File: src/rtl/tlb_pkg.sv
// Shared definitions for the MIPS32-style TLB: CP0 register field positions,
// per-page attribute struct and TLB exception codes.
package tlb_pkg;

    // EntryHi layout: VPN2 in [31:13], ASID in the low bits.
    localparam int VPN2_HI    = 31;
    localparam int VPN2_LO    = 13;
    localparam int VPN2_W     = VPN2_HI - VPN2_LO + 1;
    localparam int HI_ASID_LO = 0;

    // EntryLo layout: PFN from bit 6 upward, then C/D/V/G.
    localparam int LO_PFN_LO  = 6;
    localparam int LO_C_HI    = 5;
    localparam int LO_C_LO    = 3;
    localparam int LO_D       = 2;
    localparam int LO_V       = 1;
    localparam int LO_G       = 0;

    // Exception codes raised on the translation paths.
    localparam logic [4:0] EXC_MOD  = 5'd1;
    localparam logic [4:0] EXC_TLBL = 5'd2;
    localparam logic [4:0] EXC_TLBS = 5'd3;

    // Attributes of one page (even or odd half) of an entry.
    typedef struct packed {
        logic [2:0] c;
        logic       d;
        logic       v;
    } tlb_flags_t;

    // Extract the page attributes from a CP0 EntryLo word.
    function automatic tlb_flags_t lo_flags(input logic [31:0] lo);
        tlb_flags_t f;
        f.c = lo[LO_C_HI:LO_C_LO];
        f.d = lo[LO_D];
        f.v = lo[LO_V];
        return f;
    endfunction

endpackage

File: src/rtl/tlb_match.sv
// Fully-associative comparator bank: finds the lowest-index entry matching
// (vpn2, asid) and returns the even or odd page selected by `odd`.
module tlb_match
    import tlb_pkg::*;
#(
    parameter int NUM_ENTRIES = 16,
    parameter int IDX_W       = $clog2(NUM_ENTRIES),
    parameter int ASID_W      = 8,
    parameter int PFN_W       = 20
) (
    input  logic [VPN2_W-1:0] vpn2,
    input  logic [ASID_W-1:0] asid,
    input  logic              odd,
    input  logic              ent_valid [NUM_ENTRIES],
    input  logic [VPN2_W-1:0] ent_vpn2  [NUM_ENTRIES],
    input  logic [ASID_W-1:0] ent_asid  [NUM_ENTRIES],
    input  logic              ent_g     [NUM_ENTRIES],
    input  logic [PFN_W-1:0]  ent_pfn0  [NUM_ENTRIES],
    input  logic [PFN_W-1:0]  ent_pfn1  [NUM_ENTRIES],
    input  tlb_flags_t        ent_fl0   [NUM_ENTRIES],
    input  tlb_flags_t        ent_fl1   [NUM_ENTRIES],
    output logic              hit,
    output logic [IDX_W-1:0]  hit_idx,
    output logic [PFN_W-1:0]  sel_pfn,
    output tlb_flags_t        sel_flags
);

    logic [NUM_ENTRIES-1:0] match;

    // Per-entry compare: valid, same VPN2, and global or same ASID.
    always_comb begin
        match = '0;
        for (int i = 0; i < NUM_ENTRIES; i++) begin
            match[i] = ent_valid[i] && (ent_vpn2[i] == vpn2) &&
                       (ent_g[i] || (ent_asid[i] == asid));
        end
    end

    // Priority encoder: scanning downward leaves the lowest hit in place.
    always_comb begin
        hit     = 1'b0;
        hit_idx = '0;
        for (int i = NUM_ENTRIES - 1; i >= 0; i--) begin
            if (match[i]) begin
                hit     = 1'b1;
                hit_idx = IDX_W'(i);
            end
        end
    end

    assign sel_pfn   = odd ? ent_pfn1[hit_idx] : ent_pfn0[hit_idx];
    assign sel_flags = odd ? ent_fl1[hit_idx]  : ent_fl0[hit_idx];

endmodule

File: src/rtl/tlb_unit.sv
// Registered MIPS32-style TLB with independent instruction and data lookup
// ports, CP0 TLBWI/TLBWR/TLBP/TLBR support and a Random/Wired counter.
module tlb_unit
    import tlb_pkg::*;
#(
    parameter int NUM_ENTRIES = 16,
    parameter int IDX_W       = $clog2(NUM_ENTRIES),
    parameter int ASID_W      = 8,
    parameter int PA_W        = 32
) (
    input  logic              clk,
    input  logic              rst,
    input  logic              i_req,
    input  logic [31:0]       i_vaddr,
    output logic              i_valid,
    output logic [PA_W-1:0]   i_paddr,
    output logic              i_miss,
    output logic              i_inv,
    input  logic              d_req,
    input  logic [31:0]       d_vaddr,
    input  logic              d_store,
    output logic              d_valid,
    output logic [PA_W-1:0]   d_paddr,
    output logic              d_miss,
    output logic              d_inv,
    output logic              d_mod,
    input  logic [ASID_W-1:0] asid_i,
    input  logic [31:0]       entryhi_i,
    input  logic [31:0]       entrylo0_i,
    input  logic [31:0]       entrylo1_i,
    input  logic [IDX_W-1:0]  index_i,
    input  logic [IDX_W-1:0]  wired_i,
    input  logic              wired_we,
    input  logic              tlbwi,
    input  logic              tlbwr,
    input  logic              tlbp,
    input  logic              tlbr,
    input  logic              flush,
    output logic [IDX_W-1:0]  random_o,
    output logic              probe_valid,
    output logic              probe_miss,
    output logic [IDX_W-1:0]  probe_index,
    output logic              rd_valid,
    output logic [31:0]       rd_entryhi,
    output logic [31:0]       rd_entrylo0,
    output logic [31:0]       rd_entrylo1
);

    localparam int               PFN_W   = PA_W - 12;
    localparam logic [IDX_W-1:0] TOP_IDX = IDX_W'(NUM_ENTRIES - 1);

    // Entry storage, one array per field so the comparators see it flat.
    logic              ent_valid [NUM_ENTRIES];
    logic [VPN2_W-1:0] ent_vpn2  [NUM_ENTRIES];
    logic [ASID_W-1:0] ent_asid  [NUM_ENTRIES];
    logic              ent_g     [NUM_ENTRIES];
    logic [PFN_W-1:0]  ent_pfn0  [NUM_ENTRIES];
    logic [PFN_W-1:0]  ent_pfn1  [NUM_ENTRIES];
    tlb_flags_t        ent_fl0   [NUM_ENTRIES];
    tlb_flags_t        ent_fl1   [NUM_ENTRIES];

    logic [IDX_W-1:0]  random_q;
    logic [IDX_W-1:0]  wired_q;

    logic              wr_en;
    logic [IDX_W-1:0]  wr_idx;

    logic              i_hit, d_hit, p_hit;
    logic [IDX_W-1:0]  i_idx, d_idx, p_idx;
    logic [PFN_W-1:0]  i_pfn, d_pfn, p_pfn;
    tlb_flags_t        i_fl, d_fl, p_fl;

    logic [PA_W-1:0]   i_paddr_n, d_paddr_n;
    logic              i_miss_n, i_inv_n;
    logic              d_miss_n, d_inv_n, d_mod_n;

    // CP0 EntryLo image of one page of an entry.
    function automatic logic [31:0] pack_lo(input logic [PFN_W-1:0] pfn,
                                            input tlb_flags_t f,
                                            input logic g);
        return (32'(pfn) << LO_PFN_LO) | {26'b0, f.c, f.d, f.v, g};
    endfunction

    tlb_match #(
        .NUM_ENTRIES(NUM_ENTRIES), .IDX_W(IDX_W), .ASID_W(ASID_W), .PFN_W(PFN_W)
    ) u_match_i (
        .vpn2(i_vaddr[VPN2_HI:VPN2_LO]), .asid(asid_i), .odd(i_vaddr[12]),
        .ent_valid(ent_valid), .ent_vpn2(ent_vpn2), .ent_asid(ent_asid),
        .ent_g(ent_g), .ent_pfn0(ent_pfn0), .ent_pfn1(ent_pfn1),
        .ent_fl0(ent_fl0), .ent_fl1(ent_fl1),
        .hit(i_hit), .hit_idx(i_idx), .sel_pfn(i_pfn), .sel_flags(i_fl)
    );

    tlb_match #(
        .NUM_ENTRIES(NUM_ENTRIES), .IDX_W(IDX_W), .ASID_W(ASID_W), .PFN_W(PFN_W)
    ) u_match_d (
        .vpn2(d_vaddr[VPN2_HI:VPN2_LO]), .asid(asid_i), .odd(d_vaddr[12]),
        .ent_valid(ent_valid), .ent_vpn2(ent_vpn2), .ent_asid(ent_asid),
        .ent_g(ent_g), .ent_pfn0(ent_pfn0), .ent_pfn1(ent_pfn1),
        .ent_fl0(ent_fl0), .ent_fl1(ent_fl1),
        .hit(d_hit), .hit_idx(d_idx), .sel_pfn(d_pfn), .sel_flags(d_fl)
    );

    // The probe bank only needs hit/index; the page select is don't-care.
    tlb_match #(
        .NUM_ENTRIES(NUM_ENTRIES), .IDX_W(IDX_W), .ASID_W(ASID_W), .PFN_W(PFN_W)
    ) u_match_p (
        .vpn2(entryhi_i[VPN2_HI:VPN2_LO]),
        .asid(entryhi_i[HI_ASID_LO +: ASID_W]), .odd(1'b0),
        .ent_valid(ent_valid), .ent_vpn2(ent_vpn2), .ent_asid(ent_asid),
        .ent_g(ent_g), .ent_pfn0(ent_pfn0), .ent_pfn1(ent_pfn1),
        .ent_fl0(ent_fl0), .ent_fl1(ent_fl1),
        .hit(p_hit), .hit_idx(p_idx), .sel_pfn(p_pfn), .sel_flags(p_fl)
    );

    // Instruction translation: kseg (bit 31 set) bypasses the TLB.
    always_comb begin
        i_paddr_n = '0;
        i_miss_n  = 1'b0;
        i_inv_n   = 1'b0;
        if (i_vaddr[31]) begin
            i_paddr_n = i_vaddr[PA_W-1:0];
        end else if (!i_hit) begin
            i_miss_n = 1'b1;
        end else if (!i_fl.v) begin
            i_inv_n = 1'b1;
        end else begin
            i_paddr_n = {i_pfn, i_vaddr[11:0]};
        end
    end

    // Data translation: miss beats invalid beats modified.
    always_comb begin
        d_paddr_n = '0;
        d_miss_n  = 1'b0;
        d_inv_n   = 1'b0;
        d_mod_n   = 1'b0;
        if (d_vaddr[31]) begin
            d_paddr_n = d_vaddr[PA_W-1:0];
        end else if (!d_hit) begin
            d_miss_n = 1'b1;
        end else if (!d_fl.v) begin
            d_inv_n = 1'b1;
        end else if (d_store && !d_fl.d) begin
            d_mod_n = 1'b1;
        end else begin
            d_paddr_n = {d_pfn, d_vaddr[11:0]};
        end
    end

    // Lookup result registers; everything is zero on cycles without a request.
    always_ff @(posedge clk or negedge rst) begin
        if (!rst) begin
            i_valid <= 1'b0;
            i_paddr <= '0;
            i_miss  <= 1'b0;
            i_inv   <= 1'b0;
            d_valid <= 1'b0;
            d_paddr <= '0;
            d_miss  <= 1'b0;
            d_inv   <= 1'b0;
            d_mod   <= 1'b0;
        end else begin
            i_valid <= i_req;
            i_paddr <= i_req ? i_paddr_n : '0;
            i_miss  <= i_req & i_miss_n;
            i_inv   <= i_req & i_inv_n;
            d_valid <= d_req;
            d_paddr <= d_req ? d_paddr_n : '0;
            d_miss  <= d_req & d_miss_n;
            d_inv   <= d_req & d_inv_n;
            d_mod   <= d_req & d_mod_n;
        end
    end

    // Flush suppresses any write issued in the same cycle.
    assign wr_en  = (tlbwi | tlbwr) & ~flush;
    assign wr_idx = tlbwr ? random_q : index_i;

    // Entry array update: flush invalidates all, TLBWI/TLBWR write one entry.
    always_ff @(posedge clk or negedge rst) begin
        if (!rst) begin
            for (int i = 0; i < NUM_ENTRIES; i++) begin
                ent_valid[i] <= 1'b0;
                ent_vpn2[i]  <= '0;
                ent_asid[i]  <= '0;
                ent_g[i]     <= 1'b0;
                ent_pfn0[i]  <= '0;
                ent_pfn1[i]  <= '0;
                ent_fl0[i]   <= '0;
                ent_fl1[i]   <= '0;
            end
        end else if (flush) begin
            for (int i = 0; i < NUM_ENTRIES; i++) begin
                ent_valid[i] <= 1'b0;
            end
        end else if (wr_en) begin
            ent_valid[wr_idx] <= 1'b1;
            ent_vpn2[wr_idx]  <= entryhi_i[VPN2_HI:VPN2_LO];
            ent_asid[wr_idx]  <= entryhi_i[HI_ASID_LO +: ASID_W];
            ent_g[wr_idx]     <= entrylo0_i[LO_G] & entrylo1_i[LO_G];
            ent_pfn0[wr_idx]  <= entrylo0_i[PA_W-7:LO_PFN_LO];
            ent_pfn1[wr_idx]  <= entrylo1_i[PA_W-7:LO_PFN_LO];
            ent_fl0[wr_idx]   <= lo_flags(entrylo0_i);
            ent_fl1[wr_idx]   <= lo_flags(entrylo1_i);
        end
    end

    // Random walks down to Wired, then reloads the top index; Wired writes reload too.
    always_ff @(posedge clk or negedge rst) begin
        if (!rst) begin
            random_q <= TOP_IDX;
            wired_q  <= '0;
        end else if (wired_we) begin
            wired_q  <= wired_i;
            random_q <= TOP_IDX;
        end else if (random_q <= wired_q) begin
            random_q <= TOP_IDX;
        end else begin
            random_q <= random_q - 1'b1;
        end
    end

    assign random_o = random_q;

    // TLBP and TLBR results, each valid for one cycle after the strobe.
    always_ff @(posedge clk or negedge rst) begin
        if (!rst) begin
            probe_valid <= 1'b0;
            probe_miss  <= 1'b0;
            probe_index <= '0;
            rd_valid    <= 1'b0;
            rd_entryhi  <= '0;
            rd_entrylo0 <= '0;
            rd_entrylo1 <= '0;
        end else begin
            probe_valid <= tlbp;
            probe_miss  <= tlbp & ~p_hit;
            probe_index <= (tlbp && p_hit) ? p_idx : '0;
            rd_valid    <= tlbr;
            if (tlbr) begin
                rd_entryhi  <= {ent_vpn2[index_i], 13'b0} | 32'(ent_asid[index_i]);
                rd_entrylo0 <= pack_lo(ent_pfn0[index_i], ent_fl0[index_i], ent_g[index_i]);
                rd_entrylo1 <= pack_lo(ent_pfn1[index_i], ent_fl1[index_i], ent_g[index_i]);
            end else begin
                rd_entryhi  <= '0;
                rd_entrylo0 <= '0;
                rd_entrylo1 <= '0;
            end
        end
    end

    // TLB instruction strobes are mutually exclusive.
    a_strobe_onehot: assert property (@(posedge clk) disable iff (!rst)
        $onehot0({tlbwi, tlbwr, tlbp, tlbr}));

endmodule

File: config.mk
export PLATFORM = sky130hd
export DESIGN_NAME = tlb_unit
export DESIGN_NICKNAME = d
export VERILOG_FILES = /design/src/rtl/tlb_pkg.sv /design/src/rtl/tlb_match.sv /design/src/rtl/tlb_unit.sv
export SDC_FILE = /design/constraint.sdc
export NUM_CORES = 2
export LEC_CHECK = 0
export CORE_UTILIZATION = 55
export CTS_CLUSTER_SIZE = 20
export DETAILED_ROUTE_END_ITERATION = 7
export HOLD_SLACK_MARGIN = 0.12
export PLACE_DENSITY = 0.84
export SLEW_MARGIN = 20
export SYNTH_ARGS = -nofsm -noshare
export SYNTH_HDL_FRONTEND = slang
export SYNTH_SLANG_ARGS = --single-unit
File: constraint.sdc
create_clock -name clk -period 3.5 [get_ports clk]
set_input_delay 0.7 -clock clk [delete_from_list [all_inputs] [get_ports clk]]
set_output_delay 0.7 -clock clk [all_outputs]
set_load 0.01 [all_outputs]
# Yosys cells after proc, flatten, opt, wreduce, memory -nomap -nowiden
# Index checks and enable logic that the tools add are counted.
totals:
  ff_bits: 1446
  inputBits: 187
  out_inout_bits: 178
  elab_cells: 644
op_classes:
  addsub: 1
  n_lt_le_gt_ge: 6
  n_eq_ne: 80
  mux: 194
  n_bitwise: 19
  n_reduce_logical: 134
op_table:
  columns: ["cell", "n"]
  rows:
  - ["19-bit == test", 48]
  - ["320-bit bitwise mux", 2]
  - ["20-bit binary-select mux with 4-bit select", 6]
  - ["32-bit 2-to-1 mux", 10]
  - ["304-bit bitwise mux", 1]
  - ["20-bit 2-to-1 mux", 15]
  - ["8-bit == test", 32]
  - ["4-bit 2-to-1 mux", 52]
  - ["80-bit bitwise mux", 2]
  - ["128-bit bitwise mux", 1]
  - ["5-bit binary-select mux with 4-bit select", 6]
  - ["1-bit logical AND", 99]
  - ["20-bit demux with 4-bit select", 1]
  - ["19-bit binary-select mux with 4-bit select", 1]
  - ["19-bit demux with 4-bit select", 1]
  - ["1-bit 2-to-1 mux", 70]
  - ["19-bit 2-to-1 mux", 3]
  - ["26-bit 2-to-1 mux", 2]
  - ["26-bit by 6-bit OR with 26-bit output", 2]
  - ["8-bit binary-select mux with 4-bit select", 1]
  - ["8-bit demux with 4-bit select", 1]
  - ["1-bit logical OR", 32]
  - ["16-bit 2-to-1 mux", 2]
  - ["32-bit by 8-bit OR with 32-bit output", 1]
  - ["19 further kinds", 43]

# Depth between registers and ports, before layout
logic_depth:
  depth_word: 31
  mapped_depth: 20
  mapped_depth_nobuf: 13

# Cells and area by module
# A second synthesis with hierarchy kept.
hier_totals:
  cells_unflattened: 9791
  area_unflattened_um2: 98393.1
modules_own_cells:
  columns: ["mod", "n_inst", "cells_each", "area_each_um2", "seq_area_each_um2"]
  rows:
  - ["tlb_unit", 1, 4433, 62591.3, 35739.3]
  - ["tlb_match", 3, 1786, 11933.9, 0.0]

# Worst setup path before layout
# Ideal clock, no wire load.
synth_timing:
  kind: "in2reg"
  start: "in d_vaddr[21]"
  end: "reg d_paddr[31]"
  setup_ns: 0.118
  arrival_time_ns: 3.978
  required_time_ns: 3.382
  slack_ns: -0.596
  cell_stages: 18
  path_buffers: 5
  cell_sequence: "buf_2 -> buf_2 -> xor2_1 -> nor4_1 -> nand4_1 -> or4_4 -> o21a_1 -> nor2_1 -> a31o_1 -> buf_4 -> buf_4 -> buf_6 -> mux4_2 -> a22oi_1 -> a21oi_1 -> nor2_1 -> nor2_1 -> a21o_1"
synth_between:
  elab_chain_len: 31
  word_cells_on_any_way: 102
  classes_between: "eq/ne: 16; mux: 51; bitwise: 1; reduce/logical: 34"
synth_rtl:
  columns: ["item", "line_no", "source"]
  rows:
  - ["from (decl)", "tlb_unit.sv:20", "input logic [31:0] d_vaddr,"]
  - ["19-bit == test", "tlb_match.sv:34", "match[i] = ent_valid[i] && (ent_vpn2[i] == vpn2) &&"]
  - ["1-bit logical AND (2 in series)", "tlb_match.sv:34", null]
  - ["4-bit 2-to-1 mux (16 in series)", "tlb_match.sv:44", "if (match[i]) begin"]
  - ["4-bit inverter with 5-bit output (not written as such)", "tlb_match.sv:51, tlb_match.sv:52", null]
  - ["5-bit binary-select mux with 4-bit select", "tlb_match.sv:52", "assign sel_flags = odd ? ent_fl1[hit_idx] : ent_fl0[hit_idx];"]
  - ["2-bit 2-to-1 mux (not written as such) (2 in series)", "tlb_match.sv:52", null]
  - ["2-bit 2-to-1 mux", "tlb_match.sv:52", null]
  - ["1-bit zero test", "tlb_unit.sv:144", "end else if (d_store && !d_fl.d) begin"]
  - ["1-bit logical AND", "tlb_unit.sv:144", null]
  - ["32-bit 2-to-1 mux", "tlb_unit.sv:144", null]
  - ["32-bit 2-to-1 mux", "tlb_unit.sv:142", "end else if (!d_fl.v) begin"]
  - ["32-bit 2-to-1 mux *", "tlb_unit.sv:140", "end else if (!d_hit) begin"]
  - ["32-bit 2-to-1 mux *", "tlb_unit.sv:138", "if (d_vaddr[31]) begin"]
  - ["32-bit 2-to-1 mux *", "tlb_unit.sv:169", "d_paddr <= d_req ? d_paddr_n : '0;"]
  - ["to (signal assigned)", "tlb_unit.sv:169", null]
  - ["to (decl)", "tlb_unit.sv:23", "output logic [PA_W-1:0] d_paddr,"]
# Mark *: on every way between the ends. The rest lies on a longest branch, timed or not. The select of a mux whose other input is x is not followed.
# A chain may end at the register's enable or synchronous reset.

# Worst setup path in the final report
layout_timing:
  start: "reg ent_vpn2[256] in the netlist's numbering"
  end: "reg d_paddr[20]"
layout_between:
  elab_chain_len: 18
  word_cells_on_any_way: 31
  classes_between: "eq/ne: 1; mux: 25; bitwise: 1; reduce/logical: 4"
layout_rtl:
  columns: ["item", "line_no", "source"]
  rows:
  - ["from (decl)", "tlb_unit.sv:54", "logic [VPN2_W-1:0] ent_vpn2 [NUM_ENTRIES];"]
  - ["from (signal, indexed assignment)", "tlb_unit.sv:199", "ent_vpn2[wr_idx] <= entryhi_i[VPN2_HI:VPN2_LO];"]
  - ["19-bit == test *", "tlb_match.sv:34", null]
  - ["1-bit logical AND * (2 in series)", "tlb_match.sv:34", null]
  - ["4-bit 2-to-1 mux (3 in series)", "tlb_match.sv:44", null]
  - ["4-bit inverter with 5-bit output (not written as such)", "tlb_match.sv:51, tlb_match.sv:52", null]
  - ["5-bit binary-select mux with 4-bit select", "tlb_match.sv:52", null]
  - ["2-bit 2-to-1 mux (not written as such) (2 in series)", "tlb_match.sv:52", null]
  - ["2-bit 2-to-1 mux", "tlb_match.sv:52", null]
  - ["1-bit zero test", "tlb_unit.sv:144", null]
  - ["1-bit logical AND", "tlb_unit.sv:144", null]
  - ["32-bit 2-to-1 mux", "tlb_unit.sv:144", null]
  - ["32-bit 2-to-1 mux", "tlb_unit.sv:142", null]
  - ["32-bit 2-to-1 mux *", "tlb_unit.sv:140", null]
  - ["32-bit 2-to-1 mux *", "tlb_unit.sv:138", null]
  - ["32-bit 2-to-1 mux *", "tlb_unit.sv:169", null]
# Marks and branches as above.

==> results.txt <==
----------------------------------------------------
[Global routing]
  GR Layer Usage met2 ... 72.3%
  Global routing met1 resource utilization ... around 60%
  GRT overflow ... 0
  Layer with the highest usage after global routing ... met2
  Overall fraction of global-route tracks in use ... between 50 and 60%
  Number of global-route vias before repair ... ~80000
  GRT met3 Usage ... 20.3%
  Maximum number of pins on one net before global-route repair ... 118
  Initial antenna violation count ... 42
  Global-route wire length before repair ... just under 600000 um

[Cells and area]
  Area overhead of the layout relative to synthesis ... 32.5%
  Fin nets ... ~9400
  Finished layout cell area ... about 0.12 mm2
  Fraction of final layout cells with drive strength greater than 1 ... 44.0%

[STA]
  Worst Slack Setup Final ... -1.13 ns
  Worst Max-Slew Pin Slew ... roughly 1.1 ns
  Final Hold Vio Count ... 0
  Hold slack ... around 0.34 ns
  Upper clock frequency limit ... 216 MHz
  Minimum clock period ... 4.63 ns
  Worst clock skew ... ~0.051 ns
  Total count of max-transition violations in the final report ... 0
  Setup-failing EPs final ... 67
  Worst slew margin relative to its limit ... between 20% and 30%
  RSZ-0062 raised after global routing ... true
  Fin crit share ... 132%

[Placed design]
  Dpl ws ... -2.76 ns
  Routability Congestion ... between 1 and 1.5
  DP Wirelength ... ~280000 um
  Number of buffer cells added on primary ports ... 330
  Cell area after placement ... roughly 0.11 mm2

[Floorplan]
  Placement Rows ... about 150
  Die width ... between 400 and 500 um
  Count of boundary I/O pins ... around 370
  Initial Utilization ... between 50% and 60%
  Core area ... ~0.16 mm2
  Die span in y ... 403 um
  Floorplan die area ... 0.162 mm2

[CTS]
  Clock transition time at the flip-flop clock pins of the worst setup and hold paths ... 0.06 ns
  Number of buffers on the longest clock path ... 3
  Sink count of the clock tree ... ~1400
  Number of H-tree levels ... 4
  CTS tree ... built
  Buffer cell driving the clock tree root ... clkbuf_16
  Clock network latency to the later pin of the worst-skew pair ... approximately 0.85 ns
  Total clock buffers created by CTS ... 160

[Synth]
  Part of the Yosys area used for sequential elements ... approximately 40%
  Yosys warnings ... 0
  Ys flop type ... dfrtp_1
  Proportion of register bits with asynchronous set or reset after synthesis ... 100%
  Average cell area after synthesis ... roughly 12 um2
  Gate Count Post-Synth ... around 7600
  Number of distinct library cell variants in the gate-level netlist after synthesis ... 92
  Area of the mapped netlist ... roughly 0.09 mm2
  Yosys reg bits ... approximately 1400
  Number of synthesized flops with an enable pin ... 0

[Status]
  Violations in the final reports ... DRC, setup timing
  Result of the run ... complete, but fails checks

[Run]
  Number of max-cap violations ... 0

[Routing]
  Post-route DRC violation count ... 33
  Via count ... 80400
  Pre-antenna DRT Iters ... 8
  Via density per instance ... approximately 7.0
  Antenna viol nets, final ... 0
  Initial DRC count ... roughly 12000
  Wirelength, routed ... between 400000 and 500000 um
  Routed len/inst ... ~37 um

[Setup path]
  Longest individual stage delay on the worst path ... around 0.53 ns
  Critical path peak fanout ... 4
  Setup slack, reg-to-reg ... -1.13 ns
  Critical path class ... register to register
  Worst Setup Start Kind ... register
  Sort of element at the end of the critical path ... register
  Worst-path cell with the longest stage delay ... a2111oi_4
  Kind of cell adding the most delay to the critical path ... compound AO/OA/AOI/OAI gates
  Data required time of the worst path ... around 4.2 ns
  Bufs and invs on worst path ... 8
  Data arrival time at the worst-slack endpoint ... approximately 5.4 ns
  Cell Chain, Critical Path ... xnor2_1 -> buf_4 -> nand4_1 -> nor4_2 -> and4_1 -> buf_6 -> nor2_4 -> a221o_2 -> nor2_8 -> buf_12 -> buf_16 -> buf_16 -> buf_12 -> buf_6 -> mux2i_1 -> mux2_4 -> o22ai_4 -> a2111oi_4 -> buf_4 -> nor3_2 -> a22o_1

[Power]
  Internal power ... slightly above 40 mW
  Fraction of power consumed by the clock network ... 29.5%
  Switching power share of the total ... ~34%
  Net Sw Power ... 21.1 mW
  Reg power frac ... 39.1%
  Cell Pwr Density ... approximately 530 mW/mm2
  Combinational share of power ... 31.4%
  Maximum vdd ir drop ... between 0.0005 and 0.0006 V
  Pleak ... 51.7 nW

[Hold path]
  Hold WC Path Type ... input pin to register

----------------------------------------------------
==> metrics by stage <==
stage / cells / utilization [%] / power, mW / TNS, ns
6_report: 11500 / 73.7 / 61.7 / -60.81
5_1_grt: 11500 / 73.7 / 63.2 / -62.33
4_1_cts: 11400 / 72.9 / 60.4 / -47.21
3_5_place_dp: 10900 / 66.4 / 41.8 / -358.56
3_3_place_gp: 10900 / 66.4 / 41.2 / -303.14
2_1_floorplan: 7640 / - / 33.0 / -16.83
==> per-layer routing <==
layer / share of wire [%] / wire length (um)
met5: 0.071 / 300
met4: 11 / 46500
met3: 15 / 61900
met2: 41 / 174000
met1: 33 / 139000
==> cell usage after synthesis, drive strengths merged (59+ instances only) <==
master     n  area, um2
and2     125        782
mux2i    271       2710
nand4    239       1500
xor2     608       5330
a22o      60        526
clkbuf   394       1480
a211oi    61        475
nor4     179       1150
nand2    751       2830
nand3    323       1620
mux2    1275      14400
dfrtp   1424      35600
mux4     408       9190
nor2      60        252
buf      323       1740
nor3      59        295
xnor2    562       4920
==> power by group through the flow <==
stage               logic [mW]  clock network (mW)  registers (mW)
CTS                       18.5                18.1            23.8
finish                    19.4                18.2            24.1
global route              20.1                18.8            24.4
floorplan                 9.79                   0            23.2
global placement          17.5                   0            23.7
detailed placement        17.9                   0            23.9
==> layout make-up <==
cell class                      instances  area [um2]
Inverter                               29         109
Tap cell                             2146        2690
Fill cell                           10200       41900
Multi-Input combinational cell       5467       51700
Clock inverter                         73        1030
Clock buffer                          210        4530
Sequential cell                      1428       35800
Timing Repair Buffer                 2117       21300
Antenna cell                           24        60.1
==> state kept, by name (all words and copies together), names as in the netlist, 4 cells and up <==
signal and cells:
d_paddr 32, ent_asid 128, ent_fl0 80, ent_fl1 80
ent_g 16, ent_pfn0 320, ent_pfn1 320, ent_valid 16
ent_vpn2 304, i_paddr 32, probe_index 4, random_o 4
rd_entryhi 27, rd_entrylo0 25, rd_entrylo1 26, wired_q 4
==> worst paths after layout <==
kind,to,from,depth (start not counted)
worst max register to register,d_paddr[20],ent_vpn2[256],21
worst max-delay path,d_paddr[20],ent_vpn2[256],21
min in group asynchronous,ent_asid[112],rst,2
worst min-delay path,rd_valid,tlbr,1
max in group asynchronous,ent_pfn1[278],rst,3
worst min register to register,random_o[0],random_o[0],1
==> logic make-up (layout without fill, tap and decap cells) <==
kind of cell	Yosys count	in the layout	synth area share [%]
other cells	1	41	0.00424
simple gates	1824	1824	10.3
flops	1428	1428	40.4
xor+xnor	1170	1170	11.6
mux	1954	1954	29.7
compound gates	496	497	4.24
fa+ha+maj	5	5	0.0707
buf+inv	746	2429	3.76
==> placed cells by master, fill, tap and decap left out, types with 38 or more instances in the layout <==
master	count
a21oi_1	46
a22o_1	53
a22oi_1	39
a31oi_1	38
a32oi_1	54
and2_1	118
buf_12	251
buf_4	1375
buf_6	92
clkbuf_16	167
clkdlybuf4s50_1	270
dfrtp_1	1415
mux2_2	1254
mux2i_1	250
mux4_2	408
nand2_1	728
nand3_1	307
nand4_1	239
nor2_1	40
nor3_1	44
nor4_1	131
o21ai_0	41
xnor2_1	540
xor2_1	602
==> what timing repair did <==
action,4_1_cts,5_1_grt
gates cloned,35,5
endpoints found under the hold margin,52,0
setup buffers,208,65
resized for setup,446,150
setup endpoints to repair,68,69
hold buffers,1,0
pin swaps,189,107
No activity file was read; power rests on OpenSTA's default activity.
